## src/rtl/demux1to2_stream.sv

```systemverilog
// rtl/demux1to2_stream.sv - registered 1-to-2 valid/ready stream demultiplexer
// Each beat is steered by in_sel into a one-entry output slot; per-port delivered-beat counters.
module demux1to2_stream #(
  parameter int WIDTH = 8,
  parameter int CNT_W = 8
) (
  input  logic             clk,
  input  logic             rst_n,
  input  logic [WIDTH-1:0] in_data,
  input  logic             in_sel,
  input  logic             in_valid,
  output logic             in_ready,
  output logic [WIDTH-1:0] out0_data,
  output logic             out0_valid,
  input  logic             out0_ready,
  output logic [WIDTH-1:0] out1_data,
  output logic             out1_valid,
  input  logic             out1_ready,
  output logic [CNT_W-1:0] cnt0,
  output logic [CNT_W-1:0] cnt1
);

  logic             out0_valid_q, out0_valid_d;
  logic             out1_valid_q, out1_valid_d;
  logic [WIDTH-1:0] out0_data_q, out0_data_d;
  logic [WIDTH-1:0] out1_data_q, out1_data_d;
  logic [CNT_W-1:0] cnt0_q, cnt0_d;
  logic [CNT_W-1:0] cnt1_q, cnt1_d;

  logic free0, free1;
  logic accept0, accept1;
  logic deliver0, deliver1;

  always_comb begin
    // A slot is free when empty or being drained this cycle, so drain and refill overlap.
    free0    = !out0_valid_q || out0_ready;
    free1    = !out1_valid_q || out1_ready;
    in_ready = in_sel ? free1 : free0;

    accept0  = in_valid && in_ready && !in_sel;
    accept1  = in_valid && in_ready && in_sel;
    deliver0 = out0_valid_q && out0_ready;
    deliver1 = out1_valid_q && out1_ready;

    out0_valid_d = out0_valid_q;
    out0_data_d  = out0_data_q;
    if (accept0) begin
      out0_valid_d = 1'b1;
      out0_data_d  = in_data;
    end else if (deliver0) begin
      out0_valid_d = 1'b0;
    end

    out1_valid_d = out1_valid_q;
    out1_data_d  = out1_data_q;
    if (accept1) begin
      out1_valid_d = 1'b1;
      out1_data_d  = in_data;
    end else if (deliver1) begin
      out1_valid_d = 1'b0;
    end

    cnt0_d = deliver0 ? cnt0_q + CNT_W'(1) : cnt0_q;
    cnt1_d = deliver1 ? cnt1_q + CNT_W'(1) : cnt1_q;
  end

  always_ff @(posedge clk or negedge rst_n) begin
    if (!rst_n) begin
      out0_valid_q <= 1'b0;
      out1_valid_q <= 1'b0;
      out0_data_q  <= '0;
      out1_data_q  <= '0;
      cnt0_q       <= '0;
      cnt1_q       <= '0;
    end else begin
      out0_valid_q <= out0_valid_d;
      out1_valid_q <= out1_valid_d;
      out0_data_q  <= out0_data_d;
      out1_data_q  <= out1_data_d;
      cnt0_q       <= cnt0_d;
      cnt1_q       <= cnt1_d;
    end
  end

  assign out0_valid = out0_valid_q;
  assign out1_valid = out1_valid_q;
  assign out0_data  = out0_data_q;
  assign out1_data  = out1_data_q;
  assign cnt0       = cnt0_q;
  assign cnt1       = cnt1_q;

endmodule

```

## config.mk

```make
export PLATFORM = sky130hd
export DESIGN_NAME = demux1to2_stream
export DESIGN_NICKNAME = d
export VERILOG_FILES = /design/src/rtl/demux1to2_stream.sv
export SDC_FILE = /design/constraint.sdc
export NUM_CORES = 1
export LEC_CHECK = 0
export ABC_CLOCK_PERIOD_IN_PS = 2400
export CORE_MARGIN = 2
export CORE_UTILIZATION = 49
export CTS_BUF_LIST = sky130_fd_sc_hd__clkbuf_4
export DETAILED_ROUTE_END_ITERATION = 10
export GPL_ROUTABILITY_DRIVEN = 0
export GPL_TIMING_DRIVEN = 0
export PLACE_DENSITY = 0.86
export SYNTH_ARGS = -nofsm -noshare
export SYNTH_HDL_FRONTEND = slang
export SYNTH_SLANG_ARGS = --single-unit
```

## constraint.sdc

```tcl
create_clock -name clk -period 2.4 [get_ports clk]
set_clock_uncertainty 0.1 [all_clocks]
set_input_delay 0.72 -clock clk [delete_from_list [all_inputs] [get_ports clk]]
set_output_delay 0.72 -clock clk [all_outputs]
set_load 0.005 [all_outputs]
```

==> metrics.md, run 1 <==
| Metric | Value |
|---|---|
| Outcome | completed |
| R2r endpoint | out0_data[2] |
| Ys Warns | 0 |
| Setup Buffers After CTS | 0 |
| Worst EP required | 1.58 ns |
| Crit start category | input pin |
| Starting Density | 50.8% |
| Syn-to-layout area delta | 43.7% |
| R2R Path Start | out0_valid |
| Die Footprint | 0.00328 mm² |
| Largest net degree at the start of global routing | 35 |
| CTS HTree Levels | 2 |
| Syn Nets | between 100 and 150 |
| Max Buffers Root-to-Sink | 2 |
| Initial antenna violation count | 0 |
| Worst hold path class | in -> async |
| Vias | 986 |
| Placed cell areas | approximately 0.0019 mm² |
| Share of the yosys chip area belonging to registers | 61.3% |
| Total GRT Usage | approximately 18% |
| CTS root buf | clkbuf_4 |
| Fin area | 0.00200 mm² |
| Vias per Instance | 5.19 |
| Drt pass-1 iters | 4 |
| Worst Max-Slew Pin Slew | 0.735 ns |
| GRT overflow | 0 |
| DP HPWL | 1990 µm |
| Nets | 174 |
| FF+latch count, synth | 34 |
| Clk_lat worst skew | 0.34 ns |
| Row count | 19 |
| Maximum VDD drop | around 0.99 mV |
| Lkg Pwr | 0.876 nW |
| Mapped Cells | 103 |
| Unique masters post-synth | 18 |
| CP Data Arrival Time | 1.51 ns |
| Final setup fails | 0 |
| Mean Syn Cell Area | 13.5 µm² |
| Final TNS setup | 0 ns |
| Layout filler cell count | ~180 |
| Quantity of I/O buffers inserted on ports | 48 |
| Die Height | ~57 µm |
| Detail Route Antenna Nets | 0 |
| Critical path class | in -> out |
| WL final | 2690 µm |
| Slew HR | 51.0% |
| CTS Sinks | 34 |
| Inst Count DP | roughly 180 |
| Initial drt markers | 13 |
| Vias in the first global route | 988 |
| Global-route wire length before repair | 4400 µm |
| Fraction of layout cells with a size suffix above 1 | between 20% and 30% |
| Layout Cells excl Fill | 190 |
| Final hold violations | 0 |
| Die W | 57.2 µm |
| Num CTS Buffers | 5 |
| Wire per inst | between 10 and 15 µm |
| Min Tclk post-route | between 2 and 2.5 ns |
| Core area | 0.00273 mm² |
| # DRC | 0 |
| R2R depth | 3 |
| Diodes inserted | 0 |
| Fmax | between 400 and 500 MHz |
| Unrepaired setup endpoints after global routing | false |
| Max-cap violations | 0 |
| Crit end category | output pin |
| Slew Limit Fails | 0 |
| Worst-path fanout max | 3 |
| Period utilization | 96.9% |
| CTS tree | done |
| Worst reg2reg setup slack | approximately 0.79 ns |
| Clock Pin Slew Worst Setup and Hold Paths | between 0.1 and 0.15 ns |
| Total power | 1.82 mW |
| Cell area power density | 910 mW/mm² |
| IO Count | 49 |
| Min Hold Slack | 0.327 ns |
| Post-Syn Area | 0.00139 mm² |
per-stage QoR:
stage,util (%),worst slack (ns)
finish,73.0,0.0737
global route,73.0,0.0420
CTS,73.0,0.0744
detailed placement,69.6,-0.533
global placement,69.8,-0.545
floorplan,-,0.453
Yosys cell counts:
library cell	number	area (µm²)
nor2b_1	1	6.26
nor3b_4	1	18.8
nor3_1	4	20.0
nand2_1	10	37.5
nand2b_1	2	12.5
xor2_1	8	70.1
dfrtp_1	34	851
and2_1	1	6.26
nand3_1	3	15.0
mux2_2	19	214
inv_1	1	3.75
nand4_1	4	25.0
o21ai_0	1	5.00
buf_2	1	5.00
ha_1	2	25.0
xnor2_1	6	52.6
nor2_1	4	15.0
and3_1	1	6.26
worst max-delay path by stage:
stage / from / endpoint
3_5_place_dp: out0_ready / in_ready
2_1_floorplan: out0_ready / in_ready
4_1_cts: out1_ready / in_ready
3_3_place_gp: out0_ready / in_ready
6_report: out1_ready / in_ready
5_1_grt: out1_ready / in_ready
cell usage in the layout, fill, tap and decap left out, drive strengths merged:
master	Yosys	routed
nor3b	1	1
clkdlybuf4s15	0	2
clkinvlp	0	2
clkbuf	0	5
buf	1	3
nor3	4	4
xnor2	6	6
xor2	8	8
nor2b	1	1
nand3	3	3
nand2	10	10
nand2b	2	2
nand4	4	4
mux2	19	19
and2	1	1
dlygate4sd2	0	1
clkdlybuf4s50	0	43
bufinv	0	1
inv	1	1
and3	1	1
nor2	4	4
ha	2	2
dfrtp	34	34
o21ai	1	1
repair_timing:
item | CTS | global route
hold buffers | 0 | 0
gates resized for setup | 12 | 0
setup endpoints to repair | 1 | 0
per-layer routing:
metal	share of wire (%)	wire, µm	up-vias	track usage [%]
met5	0	0	-	0
met4	1.2	32	0	5.98
met3	8.5	230	5	8.62
met2	49	1320	40	29.6
met1	41	1110	477	21.5
li1	-	-	464	-
worst max-delay path, stage by stage:
cell and delay (ns):
dlygate4sd2_1 0.26, nand2b_4 0.15, mux2_2 0.25, buf_2 0.13
area by class of cell:
type,count,area (µm²),area share [%]
multi-input combinational,67,544,27.3
tap,31,38.8,1.94
inverter,1,3.75,0.188
buffer,1,5.00,0.251
timing repair buffer,48,470,23.6
sequential,34,851,42.6
clock inverter,3,45.0,2.26
clock buffer,5,37.5,1.88
cell families (layout without fill, tap and decap cells):
group                      Yosys count  after routing  synth area share [%]
DFF                                 34             34                  61.3
and+or+nand+nor                     31             31                  11.7
muxes                               19             19                  15.4
xor gates and xnor gates            14             14                  8.83
adders and majority gates            2              2                  1.80
buffers and inverters                2             58                 0.630
AOI/OAI and AO/OA                    1              1                 0.360
report_power, final:
part | total (mW) | switching (mW) | leakage (nW) | internal [mW]
Sequential | 0.855 | 0.143 | 0.418 | 0.711
Combinational | 0.540 | 0.168 | 0.420 | 0.372
Clock | 0.422 | 0.203 | 0.0374 | 0.218
Total | 1.82 | 0.515 | 0.876 | 1.30
sequential cells by signal, summed over array words and instances, names as in the netlist:
register	cells
out0_data	8
out1_data	8
out0_valid	1
out1_valid	1
cnt0	8
cnt1	8
Note: power is estimated with default switching activity, not from simulation.
==> inputs of run 2 (changes only) <==
Settings changed: GPL_ROUTABILITY_DRIVEN 0 to default.
==> results of run 2 <==
No change in the layout: final DEF, timing and power equal those of run 1.
==> inputs of run 3 (changes only) <==
Settings changed: ABC_CLOCK_PERIOD_IN_PS 2400 to 2000, CORE_MARGIN 2 to 4, CORE_UTILIZATION 49 to 41, PLACE_DENSITY 0.86 to 0.77, REMOVE_ABC_BUFFERS from default to 1.
Clock period 2.4 ns to 2 ns, I/O delays scaled along.
==> metrics.md, run 3 (same netlist as run 1, synthesis figures left out) <==
| Metric | Value |
|---|---|
| Period utilization | a little over nine tenths |
| Worst reg2reg setup slack | 0.42 ns (-0.37 ns) |
| Final setup fails | 0 (unchanged) |
| CTS HTree Levels | 2 (unchanged) |
| Drt pass-1 iters | 2 (-2) |
| Worst-path cell chain | buf_2, nand2b_4, mux2_2, buf_2 |
| Most frequent cells in the layout | clkdlybuf4s50_1 (38), dfrtp_1 (31), mux2_2 (19) |
| CTS Sinks | 34 (unchanged) |
| Min Tclk post-route | 1.96 ns |
| Maximum VDD drop | 0.650 mV (-34%) |
| Initial antenna violation count | 0 (unchanged) |
| Unrepaired setup endpoints after global routing | false |
| Pre-CTS WS | -0.728 ns (-0.195 ns) |
| GRT overflow | 0 (unchanged) |
| Die W | 66.2 µm (+16%) |
| GPL Wtd Cong | between 0.7 and 0.8 |
| CP Data Arrival Time | 1.26 ns (-0.25 ns) |
| Diodes inserted | 0 (unchanged) |
| Internal power | 1.58 mW (+22%) |
| Global-route wire length before repair | 5170 µm (+17%) |
| Clk_lat worst skew | 0.33 ns (about the same) |
| Fraction of layout cells with a size suffix above 1 | 31.8% (+10 points) |
| Outcome | completed |
| DP HPWL | 2220 µm (+12%) |
| Syn-to-layout area delta | 51.9% |
| Nets | 191 (+9.8%) |
| WL final | 3200 µm (+19%) |
| Clock power frac | 16.3% (-6.9 points) |
| Quantity of I/O buffers inserted on ports | 48 (unchanged) |
| Slew Limit Fails | 0 (unchanged) |
| R2R Path Start | out0_valid |
| Fmax | between 500 and 600 MHz |
| Vias | 1039 (+5.4%) |
| Critical path class | in -> out |
| Switch Pwr | 0.651 mW (+26%) |
| Wire per inst | 14.5 µm (+2.7%) |
| Max-cap violations | 0 (unchanged) |
| Die Height | 66.2 µm (+16%) |
| Core area | 0.00315 mm² (+15%) |
| Crit end category | output pin |
| Crit start category | input pin |
| CTS tree | done |
| Detail Route Antenna Nets | 0 (unchanged) |
| Worst hold path class | in -> async |
| Layout filler cell count | 268 (+47%) |
| Worst-path fanout max | 4 (+1) |
| IO Count | 49 (unchanged) |
| Starting Density | 44.0% (-6.8 points) |
| Initial drt markers | 29 (+16) |
| Total power | 2.23 mW (+23%) |
| Lkg Pwr | 1.01 nW (+15%) |
| Largest net degree at the start of global routing | 35 (unchanged) |
| Die Footprint | 0.00438 mm² (+34%) |
| Vias per Instance | 4.72 (-9.0%) |
| # DRC | 0 (unchanged) |
| R2r endpoint | out0_data[3] |
| Worst path most repeated cell | buf_2 |
| Worst EP required | 1.30 ns (-0.28 ns) |
| CTS root buf | clkbuf_4 |
| Vias in the first global route | 1113 (+13%) |
| Top delay family on crit path | multiplexers |
| Row count | 20 (+1) |
| Commonest non-fill, non-tap cell in the layout | clkdlybuf4s50_1 |
| Cell area power density | 1060 mW/mm² (+16%) |
| Clock Pin Slew Worst Setup and Hold Paths | 0.10 ns (about the same) |
| Highest-delay cell along the critical path | mux2_2 |
| Logic pwr share | 40.1% (+10 points) |
| Setup slack after layout | 0.0432 ns (-0.0305 ns) |
| Num CTS Buffers | 5 (unchanged) |
| Reg power frac | 43.5% (-3.5 points) |
| R2R depth | 3 (unchanged) |
| Switch share | 29.2% (+0.81 points) |
| Final hold violations | 0 (unchanged) |
| Total GRT Usage | 15.8% (-2.4 points) |
| Fin util | 66.9% (-6.1 points) |
| Max Buffers Root-to-Sink | 2 (unchanged) |
| Buf+Inv Stages, Crit Path | 2 (unchanged) |
| Slew HR | 50.0% (-1.0 points) |
| Worst Max-Slew Pin Slew | 0.750 ns (+0.0151 ns) |
| Max stage delay on crit path | 0.26 ns (about the same) |
-- run 3: changes by cell type in the layout (fill, tap and decap cells not counted), sizes merged, moves of 2 or more --
cell,previous run,this run
clkinvlp,2,0
clkinv,0,2
buf,3,23
clkdlybuf4s50,43,38
clkdlybuf4s15,2,0
dlymetal6s2s,0,3
-- run 3: layer usage --
metal | vias to the layer above | part of all wire, % | global-route usage [%] | routed length (µm)
met5 | - | 0 | 0 | 0
met4 | 0 | 0.78 | 3.81 | 25
met3 | 4 | 10 | 9.52 | 329
met2 | 36 | 51 | 26.5 | 1630
met1 | 504 | 38 | 16.8 | 1210
li1 | 495 | - | - | -
-- run 3: what timing repair did --
item                       CTS  global route
setup endpoints to repair   25            10
gates cloned                 0             0
hold buffers                 0             0
resized for setup           22             5
buffers inserted             6            12
-- run 3: power groups by stage --
stage	clock network, mW	logic, mW	registers, mW
3_5_place_dp	0	0.666	1.04
4_1_cts	0.381	0.813	0.988
6_report	0.365	0.897	0.972
2_1_floorplan	0	0.222	1.03
5_1_grt	0.420	0.976	0.997
3_3_place_gp	0	0.648	1.03
-- run 3: how the worst max path moves through the flow --
stage	startpoint	endpoint	slack [ns]	cells past startpoint
2_1_floorplan	out1_ready	out1_data[0]	0.26	3
3_3_place_gp	out0_ready	in_ready	-0.70	4
3_5_place_dp	out0_ready	in_ready	-0.73	4
4_1_cts	out1_ready	in_ready	-0.02	4
5_1_grt	cnt0[5]	cnt0[5]	0.001	1
6_report	out0_ready	in_ready	0.04	4
-- run 3: layout make-up --
class                      instances  area, µm²  area share, %
multi-input combinational         67        547           25.9
tap                               44       55.1           2.61
clock inverter                     2       8.76          0.415
sequential                        34        855           40.5
inverter                           1       3.75          0.178
timing repair buffer              66        596           28.2
clock buffer                       6       45.0           2.14
-- run 3: stage by stage --
step                hold WS (ns)  cell area (µm²)  TNS [ns]  std cells
floorplan                  0.204             1380         0        102
global placement           0.357             1920    -21.99        194
finish                     0.224             2110         0        220
CTS                        0.231             2020   -0.0237        208
global route               0.252             2110         0        220
detailed placement         0.361             1910     -8.23        194
